$ cat config.mk
export PLATFORM = sky130hd
export DESIGN_NAME = weight_word_gen
export DESIGN_NICKNAME = d
export VERILOG_FILES = /design/src/rtl/weight_word_gen.sv
export SDC_FILE = /design/constraint.sdc
export NUM_CORES = 1
export LEC_CHECK = 0
export CORE_ASPECT_RATIO = 0.8
export CORE_MARGIN = 2
export CORE_UTILIZATION = 40
export DETAILED_ROUTE_END_ITERATION = 8
export DONT_BUFFER_PORTS = 1
export PLACE_DENSITY = 0.51
export SYNTH_ARGS = -nofsm -noshare
export SYNTH_HDL_FRONTEND = slang
export SYNTH_SLANG_ARGS = --single-unit
$ cat constraint.sdc
create_clock -name clk -period 5.7 [get_ports clk]
set_input_delay 0.855 -clock clk [delete_from_list [all_inputs] [get_ports clk]]
set_output_delay 0.855 -clock clk [all_outputs]
set_load 0.01 [all_outputs]
$ cat src/rtl/weight_word_gen.sv
// weight_word_gen
//   Produces, in ascending numeric order, every 16-bit word whose population
//   count equals a requested weight. Words are handed out over a valid/ready
//   stream with a running ordinal.
//
// Ports
//   clk        rising-edge clock for all state
//   rst        synchronous active-high reset
//   start      request a new sequence (honoured only in IDLE)
//   weight     number of ones per word, 0..16 (sampled with an accepted start)
//   out_ready  consumer accepts the presented word this cycle
//   out_valid  word/index are valid (high throughout EMIT)
//   word       current word of the sequence
//   index      ordinal of the current word, starting at 0
//   busy       high while in EMIT
//   done       one-cycle pulse after the last word transfers
//   err        one-cycle pulse when start arrives with weight > 16
module weight_word_gen (
  input  logic        clk,
  input  logic        rst,
  input  logic        start,
  input  logic [4:0]  weight,
  input  logic        out_ready,
  output logic        out_valid,
  output logic [15:0] word,
  output logic [13:0] index,
  output logic        busy,
  output logic        done,
  output logic        err
);

  typedef enum logic [1:0] {
    S_IDLE = 2'd0,
    S_EMIT = 2'd1,
    S_DONE = 2'd2
  } state_t;

  state_t      state_q, state_d;
  logic [15:0] word_q, word_d;
  logic [13:0] index_q, index_d;
  logic [4:0]  wt_q, wt_d;
  logic        err_q, err_d;
  logic        is_last;

  // Largest word of a given weight: the ones packed into the top bits.
  // Covers w=0 (0x0000) and w=16 (0xFFFF) without special cases.
  function automatic logic [15:0] final_word(input logic [4:0] w);
    return ~(16'hFFFF >> w);
  endfunction

  // Count of trailing zeros; 16 for a zero input.
  function automatic logic [4:0] ctz16(input logic [15:0] x);
    logic [4:0] n;
    n = 5'd16;
    for (int i = 15; i >= 0; i--) begin
      if (x[i]) n = 5'(i);
    end
    return n;
  endfunction

  // Next larger value with the same popcount (Gosper's hack). The divide by
  // the lowest set bit is replaced with a shift by its position. Callers
  // must only pass non-final, non-zero words so the ripple add stays in 16 bits.
  function automatic logic [15:0] gosper_next(input logic [15:0] x);
    logic [15:0] low;
    logic [15:0] ripple;
    logic [15:0] ones;
    logic [4:0]  tz;
    low    = x & (~x + 16'd1);
    ripple = x + low;
    tz     = ctz16(x);
    ones   = (ripple ^ x) >> (tz + 5'd2);
    return ripple | ones;
  endfunction

  assign is_last = (word_q == final_word(wt_q));

  always_comb begin
    state_d = state_q;
    word_d  = word_q;
    index_d = index_q;
    wt_d    = wt_q;
    err_d   = 1'b0;
    case (state_q)
      S_IDLE: begin
        if (start) begin
          if (weight > 5'd16) begin
            err_d = 1'b1;
          end else begin
            wt_d    = weight;
            word_d  = ~(16'hFFFF << weight);
            index_d = 14'd0;
            state_d = S_EMIT;
          end
        end
      end
      S_EMIT: begin
        if (out_ready) begin
          // Successor is only formed for non-final words.
          if (is_last) begin
            state_d = S_DONE;
          end else begin
            word_d  = gosper_next(word_q);
            index_d = index_q + 14'd1;
          end
        end
      end
      S_DONE: begin
        state_d = S_IDLE;
      end
      default: begin
        state_d = S_IDLE;
      end
    endcase
  end

  always_ff @(posedge clk) begin
    if (rst) begin
      state_q <= S_IDLE;
      word_q  <= 16'd0;
      index_q <= 14'd0;
      wt_q    <= 5'd0;
      err_q   <= 1'b0;
    end else begin
      state_q <= state_d;
      word_q  <= word_d;
      index_q <= index_d;
      wt_q    <= wt_d;
      err_q   <= err_d;
    end
  end

  // err can only be raised from IDLE and done only exists in DONE, so the
  // two pulses are mutually exclusive by construction.
  assign out_valid = (state_q == S_EMIT);
  assign busy      = (state_q == S_EMIT);
  assign done      = (state_q == S_DONE);
  assign err       = err_q;
  assign word      = word_q;
  assign index     = index_q;

endmodule

# Yosys cells after proc, flatten, opt, wreduce, memory -nomap -nowiden
# Cells that the tools add are included.
# word_totals
reg_bits,38
latchBits,0
ram_bits,0
rom_bits,0
in_bits,9
elab_cells,71
memories,0
# classes
addsub,4
mul,0
div_mod_pow,0
order_cmp,1
eq_ne,8
n_shift,3
mux,35
bitwise,9
reduce_logical,6
# op_table
operator,n
$mux W5,19
$mux W16,4
$mux W14,4
$not A16 Y16,3
$pmux W16 S2,1
$pmux W14 S2,1
$add A16 B1 Y16 const B,1
$add A16 B16 Y16,1
$and A16 B16 Y16,1
$eq A16 B16 Y1,1
$or A16 B16 Y16,1
$shl A16 B5 Y16 const A,1
$shr A16 B5 Y16,1
$shr A16 B5 Y16 const A,1
$xor A16 B16 Y16,1
$add A14 B1 Y14 const B,1
$mux W2,4
$ne A2 B2 Y1 const B,4
$add A5 B2 Y5 const B,1
$gt A5 B5 Y1 const B,1
$reduce_and A5 Y1,1
$pmux W2 S2,1
$reduce_and A4 Y1,1
$not A1 Y1,3
other kinds (8),8

# Depth between registers and ports, before layout
# Gate-level depths: netlist of the first run.
# logic_depth
word_depth,25
ltp_mapped,15

# Worst setup path after synthesis of the first run
# OpenSTA, ideal clock, no wires.
# synth_timing
path_type,register to register
start,"reg word_q[8], in the netlist word[8]"
end,"reg word_q[0], in the netlist word[0]"
setup_ns,0.133
t_arrival_ns,3.362
required_time_ns,5.567
setup_slack_ns,2.205
path_stages_with_launch,16
path_buffers,3
path_cell_list,dfxtp_1 > clkbuf_1 > buf_1 > nor2_1 > a21boi_0 > o22a_1 > inv_1 > buf_1 > ha_1 > xnor2_2 > nand2_1 > nor4_1 > nand2_1 > a21oi_1 > a211o_1 > o32ai_1
# synth_via
elab_chain_len,18
word_cells_on_any_way,26
cone_classes,add/sub: 3; eq/ne: 2; shift: 1; mux: 15; bitwise: 4; reduce/logical: 1
# synth_lines
item,line,source
"start, declared",39,"logic [15:0] word_q, word_d;"
"start signal, assigned",126,word_q <= word_d;
$mux W5 (9 in a row),56,if (x[i]) n = 5'(i);
$mux W5,100,if (is_last) begin
$mux W5,98,if (out_ready) begin
$mux W5,84,case (state_q)
$add A5 B2 Y5,72,ones = (ripple ^ x) >> (tz + 5'd2);
$shr A16 B5 Y16,72,
$or A16 B16 Y16,73,return ripple | ones;
$mux W16,100,
$mux W16,98,
$pmux W16 S2,84,
# Parallel ways exist; a longest one is shown, timed or not. The select of a mux whose other input is x is not followed.
# A chain may end at the register's enable or synchronous reset.

# Final worst setup path of the first run
# layout_timing
start,"reg word_q[12], in the netlist word[12]"
end,"reg word_q[0], in the netlist word[0]"
# layout_via
elab_chain_len,22
word_cells_on_any_way,30
cone_classes,add/sub: 3; eq/ne: 2; shift: 1; mux: 19; bitwise: 4; reduce/logical: 1
# layout_lines
item,line
$mux W5 (13 in a row),56
$mux W5,100
$mux W5,98
$mux W5,84
$add A5 B2 Y5,72
$shr A16 B5 Y16,72
$or A16 B16 Y16,73
$mux W16,100
$mux W16,98
$pmux W16 S2,84
# Parallel ways exist; a longest one is shown, timed or not. The select of a mux whose other input is x is not followed.

==> flow_metrics.tcl, run 1 <==
set metrics [dict create \
    slew_headroom 0.410 \
    powerDensity_nw_per_um2 362 \
    required_ns 5.88 \
    ys_seq_elements 38 \
    start_util 0.412 \
    placementRows 32 \
    arrival_ns 4.63 \
    die_x_um 116 \
    dieArea_sq_um 10800 \
    maxSlewViolCount 0 \
    syn_inst 584 \
    grt_pass1_vias 4015 \
    clk_latency_ns 0.29 \
    core_area_sq_um 9690 \
    period_needed_ns 4.45 \
    drive_gt1_frac 0.0751 \
    finalHoldViolCount 0 \
    place_area_sq_um 4000 \
    crit_buf_inv 2 \
    status "completed" \
    wirelength_mm 15.8 \
    synthTopCellsByArea "dfxtp_1 (19%), a21oi_1 (6.8%), nor2_1 (6.0%), nand2_1 (5.0%), o21ai_0 (4.1%)" \
    cellLeakagePower_nw 1.43 \
    hp-class "flip-flop to flip-flop" \
    synth_top_flop_cell "dfxtp_1" \
    post-synth-top-area-fraction 0.191 \
    drcViolationCount 0 \
    crit_family "compound AO/OA/AOI/OAI gates" \
    fin_nets 557 \
    grt_use_met2 0.420 \
    cpMaxStageDelayCell "dfxtp_1" \
    overflow 0 \
    postCtsHoldBufs 0 \
    max_slew.worst_pin.slew_ns 0.883 \
    max_freq_ghz 0.225 \
    viasPerCell 6.74 \
    finish.utilization 0.427 \
    ys_seq_area_frac 0.191 \
    cts-root-buf "clkbuf_16" \
    routabilityCongestion 1.03 \
    top_usage_layer "met1" \
    die_y_um 93.3 \
    path_clk_slew_ns 0.06 \
    clockBufferDepth 2 \
    grt_pass1_wl_mm 24.1 \
    stdcell_count 682 \
    post-place-ws_ns 1.51 \
    n_antenna_cell 0 \
    cts_setup_buffers 0 \
    rsz0062_at_grt "no" \
    clock_skew_ns 0.00694 \
    met3_usage 0.0817 \
    yosysTopAreaCell "dfxtp_1" \
    grt_usage 0.295 \
    crit_fanout 23 \
    ys_types 76 \
    port_buffers 0 \
    vdd_ir_drop_max_mv 0.149 \
    use_met1 0.435 \
    cts_buffers 5 \
    slowest_delay_ns 0.71 \
    area_growth_pct 3.70 \
    post-route-period-util 0.780 \
    antenna_found_initial 0 \
    postLayoutCellArea_sq_um 4140 \
    place_inst 675 \
    crit_type "flip-flop to flip-flop" \
    drtPass1Iterations 5 \
    ios 43 \
    synthArstFlopShare 0 \
    crit_chain "o31ai_1 > a21boi_0 > o22a_1 > buf_4 > inv_1 > ha_1 > xnor2_2 > nand2_1 > nor4_1 > nand2_1 > a21oi_1 > a211o_1 > o32ai_1" \
    dp_hpwl_mm 11.6 \
    yosys_warnings 0 \
    setup_viol 0 \
    whs_ns 0.520 \
    startpoint_type "flip-flop" \
    netlist_area_sq_um 3990 \
    grt_max_degree 31 \
    cts-resized-gates 0 \
    cp-end-kind "flip-flop" \
    synthesis.nets 595 \
    crit_top_cell "nand2_1" \
    cap_viol_max_count 0 \
    setup_tns_ns 0 \
    tritoncts "done" \
    fin_ws_ns 1.25 \
    avgSynthCellArea_sq_um 6.83 \
    synth_edf_count 0 \
    via_count 4596 \
    ant_nets 0 \
    htree_levels 2 \
    routedWlPerCell_um 23.2 \
    drtIter0Drc 663 \
    clock_sinks 38 \
    power.total_mw 1.50 \
]
[area by class of cell]
type                            count  area [sq um]
Timing Repair Buffer               13          97.6
Inverter                           15          56.3
Clock inverter                      2          10.0
Fill cell                        1060          5550
Sequential cell                    38           761
Tap cell                          136           170
Clock buffer                        5           125
Multi-Input combinational cell    473          2920
[power by group]
group	total [mW]	switching (mW)	internal, mW	leakage (nW)
logic	0.874	0.598	0.277	1.05
clock network	0.277	0.119	0.158	0.0694
registers	0.345	0.0616	0.284	0.310
total	1.50	0.778	0.719	1.43
[layer usage]
metal,part of all wire,vias to the layer above,wire (um)
met5,0,-,0
met4,0.024,0,378
met3,0.11,27,1780
met2,0.40,251,6370
met1,0.46,2197,7270
li1,-,2121,-
[layout by cell type (no fill, tap or decap), drive strengths merged, types with 15 or more instances in the layout]
cell   netlist  routed
nor2        64      64
a21oi       54      54
nand2       54      54
dfxtp       38      38
o21ai       36      36
nand3       24      24
nor3        16      16
inv         15      15
[Yosys cell counts, types with 10 or more instances]
cell type and n:
a21oi_1 54, mux2i_1 12, nor4_1 11, buf_2 14, nor2_1 64, nor3_1 15, clkbuf_1 35, a31oi_1 14
o21ai_0 33, nand2b_1 10, nand2_1 53, dfxtp_1 38, nand4_1 13, o211ai_1 12, a211oi_1 13, or3_1 10
xor2_1 12, inv_1 15, nand3_1 24
[flip-flops by register name, indices dropped and copies added (netlist names)]
register and cells:
err 1, word 16, index 14, state_q 2, wt_q 5
[path summary, 6_finish.rpt]
| check | start | to | slack, ns | cells past startpoint |
|---|---|---|---|---|
| worst min-delay path | state_q[1]$_SDFFE_PP0P_ | state_q[0]$_SDFFE_PP0P_ | 0.52 | 1 |
| worst max-delay path | word[12]$_SDFFE_PP0P_ | word[0]$_SDFFE_PP0P_ | 1.25 | 13 |
| worst max register to register | word[12]$_SDFFE_PP0P_ | word[0]$_SDFFE_PP0P_ | 1.25 | 13 |
| worst min register to register | state_q[1]$_SDFFE_PP0P_ | state_q[0]$_SDFFE_PP0P_ | 0.52 | 1 |
[cell families after synthesis]
family                     synth area share
buffers and inverters                0.0796
AOI/OAI and AO/OA                     0.343
muxes                                0.0301
xor gates and xnor gates             0.0389
DFF                                   0.191
adders and majority gates           0.00627
and+or+nand+nor                       0.311
Power figures use the tool's default switching activity.
==> run 2, diff against run 1 <==
==> constraint.sdc (replaced) <==
create_clock -name clk -period 4.3 [get_ports clk]
set_input_delay 0.645 -clock clk [delete_from_list [all_inputs] [get_ports clk]]
set_output_delay 0.645 -clock clk [all_outputs]
set_load 0.01 [all_outputs]
==> run 2 against run 1 <==
Net effect:
- wire length shrank 1.3%
- cell count grew 2.8%
- non-clock buffer count grew 19
- maximum frequency grew 16%
- die area is the same
- highest routed layer unchanged
- sequential share of layout area shrank 0.75 points
==> flow_metrics.tcl, run 2 (synthesized netlist as in run 1, its figures left out) <==
set metrics [dict create \
    clock_skew_ns 0.00534 \
    use_met1 0.422 \
    grt_pass1_vias 4151 \
    path_clk_slew_ns 0.06 \
    setup_viol 0 \
    fin_nets 576 \
    place_inst 694 \
    arrival_ns 4.00 \
    status "completed" \
    max_slew.worst_pin.slew_ns 0.905 \
    period_needed_ns 3.82 \
    wirelength_mm 15.6 \
    startpoint_type "flip-flop" \
    cts_setup_buffers 0 \
    post-place-ws_ns 0.735 \
    final_cell_mix "nor2_1 (64), a21oi_1 (54), nand2_1 (53), dfxtp_1 (38), o21ai_0 (33)" \
    vdd_ir_drop_max_mv 0.189 \
    crit_buf_inv 1 \
    ant_nets 0 \
    crit_type "flip-flop to flip-flop" \
    die_y_um 93.3 \
    cpMaxStageDelayCell "dfxtp_1" \
    placementRows 32 \
    via_count 4612 \
    cts-resized-gates 0 \
    final_common_cell "nor2_1" \
    largest_reg_flops 16 \
    cts-root-buf "clkbuf_16" \
    met3_usage 0.0855 \
    grt_use_met2 0.416 \
    port_buffers 0 \
    slew_headroom 0.395 \
    grt_pass1_wl_mm 24.0 \
    area_growth_pct 8.12 \
    max_freq_ghz 0.262 \
    stdcell_count 701 \
    clock_sinks 38 \
    crit_chain "nor2_1 > o21ai_0 > o21ai_0 > a31oi_1 > a22oi_1 > nor2_1 > a21oi_1 > a2111oi_0 > buf_4 > nor3_1" \
    grt_usage 0.293 \
    rsz0062_at_grt "no" \
    crit_family "compound AO/OA/AOI/OAI gates" \
    start_util 0.412 \
    postCtsHoldBufs 0 \
    core_area_sq_um 9690 \
    viasPerCell 6.58 \
    powerDensity_nw_per_um2 494 \
    maxSlewViolCount 0 \
    overflow 0 \
    cp-end-kind "flip-flop" \
    drtIter0Drc 550 \
    finalHoldViolCount 0 \
    tritoncts "done" \
    antenna_found_initial 0 \
    dieArea_sq_um 10800 \
    setup_tns_ns 0 \
    clk_latency_ns 0.29 \
    crit_fanout 18 \
    clockBufferDepth 2 \
    post-route-period-util 0.888 \
    cts_buffers 5 \
    dp_hpwl_mm 11.6 \
    fin_ws_ns 0.480 \
    required_ns 4.48 \
    slowest_delay_ns 0.82 \
    drtPass1Iterations 5 \
    hp-class "primary input to flip-flop" \
    top_usage_layer "met1" \
    die_x_um 116 \
    ios 43 \
    drive_gt1_frac 0.106 \
    cellLeakagePower_nw 1.54 \
    drcViolationCount 0 \
    routabilityCongestion 1.03 \
    htree_levels 2 \
    finish.utilization 0.445 \
    routedWlPerCell_um 22.2 \
    n_antenna_cell 0 \
    cap_viol_max_count 0 \
    grt_max_degree 31 \
]
[run 2: changes by cell type in the layout (fill, tap and decap cells not counted), sizes merged]
cell / delta
buf: +19
clkinv: -2
bufinv: +1
clkbuf: +1
[run 2: final timing paths]
kind,start,end,slack (ns),cells after the start
max,word[0]$_SDFFE_PP0P_,word[2]$_SDFFE_PP0P_,0.48,10
min,rst,wt_q[3]$_SDFFE_PP0P_,0.43,1
max reg2reg,word[0]$_SDFFE_PP0P_,word[2]$_SDFFE_PP0P_,0.48,10
min reg2reg,state_q[1]$_SDFFE_PP0P_,err$_SDFF_PP0_,0.51,1
[run 2: power breakdown]
group	switching [mW]	internal, mW	leakage [nW]	total [mW]
clock	0.147	0.286	0.0829	0.433
combinational	0.826	0.429	1.14	1.26
sequential	0.0662	0.376	0.310	0.443
total	1.04	1.09	1.54	2.13
[run 2: final cells by class]
type	instances	area, sq um
Tap cell	136	170
Fill cell	1024	5370
Multi-Input combinational cell	473	2920
Timing Repair Buffer	32	240
Inverter	15	56.3
Sequential cell	38	761
Clock buffer	6	139
Clock inverter	1	30.0
[run 2: through the flow]
| stage | instance area, sq um | hold slack (ns) | power (mW) |
|---|---|---|---|
| 6_report | 4320 | 0.427 | 2.13 |
| 5_1_grt | 4320 | 0.419 | 2.25 |
| 4_1_cts | 4320 | 0.421 | 2.09 |
| 3_5_place_dp | 4150 | 0.510 | 1.65 |
| 3_3_place_gp | 4150 | 0.504 | 1.68 |
| 2_1_floorplan | 3990 | 0.463 | 1.29 |
[run 2: routing by layer]
layer	share of wire	wire, um
met1	0.45	6970
met2	0.41	6390
met3	0.11	1770
met4	0.030	466
met5	0	0
==> run 3, diff against run 2 <==
--- a/config.mk
+++ b/config.mk
@@ -10,6 +10,7 @@
 export CORE_UTILIZATION = 40
 export DETAILED_ROUTE_END_ITERATION = 8
 export DONT_BUFFER_PORTS = 1
+export GPL_TIMING_DRIVEN = 1
 export PLACE_DENSITY = 0.51
 export SYNTH_ARGS = -nofsm -noshare
 export SYNTH_HDL_FRONTEND = slang
==> results of run 3 <==
The final DEF is identical to that of run 2; final timing and power are the same.
